$ cat src/rtl/sum_acc_pkg.sv
// ---------------------------------------------------------------------------
// sum_acc_pkg
// Shared definitions for the sum_accumulator block.
//   state_t        : accumulator control states (IDLE, ACCUM, HOLD)
//   DEF_WIDTH      : default width of the upstream adder sum
//   DEF_ACC_WIDTH  : default accumulator width
//   DEF_COUNT      : default number of samples folded into one result
//   CNT_WIDTH      : width of the sample counter
// ---------------------------------------------------------------------------
package sum_acc_pkg;

   typedef enum logic [1:0] {
      IDLE  = 2'd0,
      ACCUM = 2'd1,
      HOLD  = 2'd2
   } state_t;

   localparam int DEF_WIDTH     = 8;
   localparam int DEF_ACC_WIDTH = 16;
   localparam int DEF_COUNT     = 4;
   localparam int CNT_WIDTH     = 8;

endpackage

$ cat src/rtl/adder_cla.sv
// ---------------------------------------------------------------------------
// adder_cla
// WIDTH-bit carry-lookahead adder. Bits are split into 4-bit groups; each
// group produces a group generate/propagate pair, and the group carries are
// resolved by the lookahead chain. Carries inside a group are derived from
// that group's carry-in.
//   a, b  : addends (WIDTH bits)
//   cin   : carry into bit 0
//   sum   : a + b + cin, modulo 2^WIDTH
//   cout  : carry out of bit WIDTH-1
// ---------------------------------------------------------------------------
module adder_cla #(
   parameter int WIDTH = 16
) (
   input  logic [WIDTH-1:0] a,
   input  logic [WIDTH-1:0] b,
   input  logic             cin,
   output logic [WIDTH-1:0] sum,
   output logic             cout
);

   localparam int NGRP = (WIDTH + 3) / 4;

   logic [WIDTH-1:0] g;
   logic [WIDTH-1:0] p;
   logic [NGRP-1:0]  grp_g;
   logic [NGRP-1:0]  grp_p;
   logic [NGRP:0]    grp_c;

   assign g = a & b;
   assign p = a ^ b;

   genvar gi;
   generate
      for (gi = 0; gi < NGRP; gi++) begin : g_grp
         // The last group is narrower when WIDTH is not a multiple of 4.
         localparam int LO = gi * 4;
         localparam int N  = ((LO + 4) <= WIDTH) ? 4 : (WIDTH - LO);

         logic [N-1:0] c_l;
         logic         gg;
         logic         pp;

         // Group generate / propagate.
         always_comb begin
            gg = 1'b0;
            pp = 1'b1;
            for (int k = 0; k < N; k++) begin
               gg = g[LO+k] | (p[LO+k] & gg);
               pp = pp & p[LO+k];
            end
         end

         assign grp_g[gi] = gg;
         assign grp_p[gi] = pp;

         // Per-bit carries within the group, seeded by the group carry-in.
         always_comb begin
            c_l    = '0;
            c_l[0] = grp_c[gi];
            for (int k = 0; k < N - 1; k++) begin
               c_l[k+1] = g[LO+k] | (p[LO+k] & c_l[k]);
            end
         end

         assign sum[LO +: N] = p[LO +: N] ^ c_l;
      end
   endgenerate

   // Lookahead across groups kept in one process so the carry vector has a
   // single driver.
   always_comb begin
      grp_c    = '0;
      grp_c[0] = cin;
      for (int j = 0; j < NGRP; j++) begin
         grp_c[j+1] = grp_g[j] | (grp_p[j] & grp_c[j]);
      end
   end

   assign cout = grp_c[NGRP];

endmodule

$ cat src/rtl/sum_accumulator.sv
// ---------------------------------------------------------------------------
// sum_accumulator
// Folds COUNT samples of {carry_out, sum} from an upstream adder into one
// ACC_WIDTH-bit result and presents it on a valid/ready output.
//   clk, rst      : clock, synchronous active-high reset
//   in_valid      : upstream sample valid
//   in_ready      : block can accept a sample (low while a result is held)
//   sum           : upstream adder sum (WIDTH bits)
//   carry_out     : upstream adder carry
//   clear         : synchronous abort of the current accumulation
//   acc_valid     : result valid
//   acc_ready     : downstream accepts the result
//   acc_data      : accumulator register (meaningful while acc_valid)
//   acc_overflow  : sticky, accumulator wrapped during this result
//   sample_cnt    : samples taken into the current result
// ACC_WIDTH must be at least WIDTH+1; COUNT must be in 1..255.
// ---------------------------------------------------------------------------
module sum_accumulator
   import sum_acc_pkg::*;
#(
   parameter int WIDTH     = DEF_WIDTH,
   parameter int ACC_WIDTH = DEF_ACC_WIDTH,
   parameter int COUNT     = DEF_COUNT
) (
   input  logic                 clk,
   input  logic                 rst,
   input  logic                 in_valid,
   output logic                 in_ready,
   input  logic [WIDTH-1:0]     sum,
   input  logic                 carry_out,
   input  logic                 clear,
   output logic                 acc_valid,
   input  logic                 acc_ready,
   output logic [ACC_WIDTH-1:0] acc_data,
   output logic                 acc_overflow,
   output logic [CNT_WIDTH-1:0] sample_cnt
);

   state_t                 state_q, state_d;
   logic [ACC_WIDTH-1:0]   acc_q, acc_d;
   logic [CNT_WIDTH-1:0]   cnt_q, cnt_d;
   logic                   ovf_q, ovf_d;

   logic [ACC_WIDTH-1:0]   sample_ext;
   logic [ACC_WIDTH-1:0]   add_sum;
   logic                   add_cout;
   logic [CNT_WIDTH-1:0]   cnt_inc;

   // The upstream carry becomes the sample MSB; the rest is zero padding.
   assign sample_ext = ACC_WIDTH'({carry_out, sum});
   assign cnt_inc    = cnt_q + 1'b1;

   adder_cla #(
      .WIDTH (ACC_WIDTH)
   ) u_add (
      .a    (acc_q),
      .b    (sample_ext),
      .cin  (1'b0),
      .sum  (add_sum),
      .cout (add_cout)
   );

   // State register and datapath registers.
   always_ff @(posedge clk) begin
      if (rst) begin
         state_q <= IDLE;
         acc_q   <= '0;
         cnt_q   <= '0;
         ovf_q   <= 1'b0;
      end else begin
         state_q <= state_d;
         acc_q   <= acc_d;
         cnt_q   <= cnt_d;
         ovf_q   <= ovf_d;
      end
   end

   // Next-state and datapath update.
   always_comb begin
      state_d = state_q;
      acc_d   = acc_q;
      cnt_d   = cnt_q;
      ovf_d   = ovf_q;

      if (clear) begin
         // Abort wins over any same-cycle sample or result handshake.
         state_d = IDLE;
         acc_d   = '0;
         cnt_d   = '0;
         ovf_d   = 1'b0;
      end else begin
         unique case (state_q)
            IDLE: begin
               if (in_valid) begin
                  // First sample loads rather than adds, so the previous
                  // result (still visible on acc_data) is discarded here.
                  acc_d   = sample_ext;
                  cnt_d   = CNT_WIDTH'(1);
                  ovf_d   = 1'b0;
                  state_d = (COUNT == 1) ? HOLD : ACCUM;
               end
            end
            ACCUM: begin
               if (in_valid) begin
                  acc_d = add_sum;
                  cnt_d = cnt_inc;
                  ovf_d = ovf_q | add_cout;
                  if (cnt_inc == CNT_WIDTH'(COUNT)) begin
                     state_d = HOLD;
                  end
               end
            end
            HOLD: begin
               // Samples are refused in the release cycle; the next one is
               // taken from IDLE.
               if (acc_ready) begin
                  state_d = IDLE;
               end
            end
            default: begin
               state_d = IDLE;
            end
         endcase
      end
   end

   // Outputs decoded from the current state.
   always_comb begin
      in_ready  = 1'b0;
      acc_valid = 1'b0;
      unique case (state_q)
         IDLE, ACCUM: in_ready  = 1'b1;
         HOLD:        acc_valid = 1'b1;
         default: begin
            in_ready  = 1'b0;
            acc_valid = 1'b0;
         end
      endcase
   end

   assign acc_data     = acc_q;
   assign acc_overflow = ovf_q;
   assign sample_cnt   = cnt_q;

endmodule

$ cat config.mk
export PLATFORM = sky130hd
export DESIGN_NAME = sum_accumulator
export DESIGN_NICKNAME = d
export VERILOG_FILES = /design/src/rtl/sum_acc_pkg.sv /design/src/rtl/adder_cla.sv /design/src/rtl/sum_accumulator.sv
export SDC_FILE = /design/constraint.sdc
export NUM_CORES = 1
export LEC_CHECK = 0
export CAP_MARGIN = 0
export CORE_MARGIN = 8
export CORE_UTILIZATION = 49
export DETAILED_ROUTE_END_ITERATION = 10
export GPL_ROUTABILITY_DRIVEN = 0
export PLACE_DENSITY_LB_ADDON = 0.1
export REMOVE_ABC_BUFFERS = 1
export SETUP_SLACK_MARGIN = 0.3
export SYNTH_ARGS = -nofsm -noshare
export SYNTH_HDL_FRONTEND = slang
export SYNTH_SLANG_ARGS = --single-unit
$ cat constraint.sdc
create_clock -name clk -period 4.3 [get_ports clk]
set_input_delay 0.86 -clock clk [delete_from_list [all_inputs] [get_ports clk]]
set_output_delay 0.86 -clock clk [all_outputs]
set_load 0.05 [all_outputs]
==> run_results.csv <==
group,metric,value,unit
status,status,"finished clean",
routing,firstDrtPassIters,4,
timing,finalSetupViolations,0,
yosys,async_flop_share,0,%
routing,via_per_inst,5.79,
yosys,yosysTopAreaCell,"dfxtp_1",
pwr,power.density,224,nW/um^2
die,chipWidth,74.4,um
final_layout,nFillCells,304,
timing,min_period,3910,ps
final_layout,multi_input_area,1070,sq um
die,ios,41,
routing,final_antenna_net_count,0,
placement,placed_cell_area,2070,sq um
die,initial_core_util,50.5,%
yosys,synth_warnings,0,
final_layout,layout.cells.non_filler,259,
yosys,synth_area,1670,sq um
placement,dp.cells,255,
timing,worst_pin_slew,1030,ps
clock_network,cts_max_path_buffers,2,
final_layout,area_growth_syn_to_layout,27.1,%
global_routing,grt_util_all_layers,15.7,%
yosys,syn-instance-count,180,
worst_setup_path,required,4590,ps
worst_setup_path,worstPathArrival,4200,ps
timing,relSlewSlack,31.6,%
yosys,ys_seq_area_share,32.4,%
global_routing,antenna_found_initial,0,
yosys,synthFlopType,"dfxtp_1",
die,coreArea,3310,sq um
timing,fin_setup_tns,0,ps
final_layout,nNetsFinal,247,
timing,rsz0062_at_grt,"true",
yosys,synth_area_leaders,"dfxtp_1 (32%), ha_1 (9.0%), fa_1 (8.4%), mux2i_1 (4.8%), nor2_1 (4.7%)",
routing,route.detailed.wl_per_inst,15.8,um
yosys,synth_edf_count,0,
yosys,synth_most_common_cell,"dfxtp_1",
die,die_area,5530,sq um
die,floorplan.rows,21,
timing,fmax,256,MHz
yosys,synth_common_cells,"dfxtp_1 (27), nor2_1 (21), ha_1 (12)",
clock_network,cts_root_buf,"clkbuf_4",
clock_network,clk-insertion-delay-late,340,ps
die,die_h,74.4,um
pwr,p_leak,0.764,nW
run,max_cap_viol_count,0,
final_layout,diodes,0,
clock_network,cts_buffers,3,
global_routing,grt_pass1_vias,1523,
final_layout,regArea,541,sq um
worst_setup_path,cp_max_fo,2,
timing,fin_crit_sh,91.0,%
timing,finalHoldViolations,0,
yosys,avgSynthCellArea,9.28,sq um
clock_network,cts_tree,"done",
placement,dpl.hpwl,3.03,mm
routing,vias,1500,
pwr,max-vdd-ir-drop,0.000134,V
worst_hold_path,min_path_type,"register to register",
yosys,synth_cell_types,44,
global_routing,grt_max_degree,28,
clock_network,cts.reportedPaths.clkPinSlew,160,ps
yosys,ys_seq_elements,27,
clock_network,clock_sinks,27,
placement,io_buffers,40,
routing,drc,0,
clock_network,cts_setup_buffers,0,
worst_setup_path,cp-end-kind,"register",
worst_setup_path,critPathKind,"primary input to register",
final_layout,design_area,2120,sq um
yosys,synth_top_area_share,32.4,%
global_routing,overflow,0,
routing,drt_iter0_drc,92,
clock_network,htreeDepth,1,
timing,clock_skew,3.99,ps
routing,drt-total-wl,4.08,mm
timing,slew_viol_final,0,
worst_setup_path,start_kind,"primary input",
global_routing,grt_pass1_wl,6.87,mm
final_layout,drive_gt1_share,9.86,%
path summary, 6_finish.rpt:
check             slack, ps          from            to  cells past startpoint
hold / removal          520  acc_data[15]  acc_data[15]                      2
setup / recovery        390        sum[0]   acc_data[7]                     11
setup reg to reg        980   acc_data[0]   acc_data[7]                     10
hold reg to reg         520  acc_data[15]  acc_data[15]                      2
layer usage:
metal  GRT usage (%)  wire length (um)  vias up
met5               0                 0        -
met4            5.87                61        0
met3            4.72               324        7
met2            26.5              1980       41
met1            18.0              1720      722
li1                -                 -      730
placed cells by master, fill, tap and decap left out, types with 6 or more instances in the layout:
cell	netlist	routed
mux2i_1	8	8
clkdlybuf4s50_1	0	40
ha_1	12	9
a21oi_1	8	8
dfxtp_1	27	27
nand2_1	10	10
nor2_1	21	21
fa_2	0	6
a22oi_1	6	6
a211oi_1	8	8
cell type report:
type | instances | share of cell area [%]
clock buffer | 3 | 1.06
clock inverter | 1 | 0.354
inverter | 4 | 0.707
multi-input combinational | 137 | 50.5
sequential | 27 | 25.5
tap | 46 | 2.71
timing repair buffer | 41 | 19.2
registers in the layout, summed over array words and instances (netlist names):
signal,flops
acc_data,16
sample_cnt,8
state_q,2
acc_overflow,1
critical path, cell delays in order:
cell and delay, ps:
clkdlybuf4s50_1 430, ha_2 190, fa_2 360, fa_2 400, fa_2 410, fa_2 360
fa_2 360, fa_1 400, xor2_1 170, o21ai_0 90, nor3_1 170
per-stage QoR:
stage                     power, mW  utilization (%)  setup slack [ps]  hold slack, ps
final                         0.476             64.1               388             524
after global routing          0.501             64.1               253             561
after CTS                     0.478             63.7               326             527
after detailed placement      0.361             62.5              -166             487
after global placement        0.357             62.5             -29.2             468
after floorplan               0.322                -               503             505
timing repair:
action / CTS / global route
resized for setup: 3 / 6
pin swaps: 0 / 11
hold buffers: 0 / 0
endpoints found under the setup margin: 3 / 5
cell families (layout without fill, tap and decap cells):
kind of cell | Yosys count | in the layout | synth area share [%]
AO/OA/AOI/OAI | 43 | 43 | 18.4
AND/OR/NAND/NOR | 65 | 65 | 21.2
flip-flops | 27 | 27 | 32.4
adder cells (fa/ha/maj) | 19 | 19 | 17.4
XOR/XNOR | 2 | 2 | 1.05
buffers and inverters | 16 | 49 | 4.79
multiplexers | 8 | 8 | 4.79
power by group:
group / internal [mW] / switching (mW)
clock network: 0.0358 / 0.0835
registers: 0.255 / 0.00664
logic: 0.0399 / 0.0547
Power figures use the tool's default switching activity.
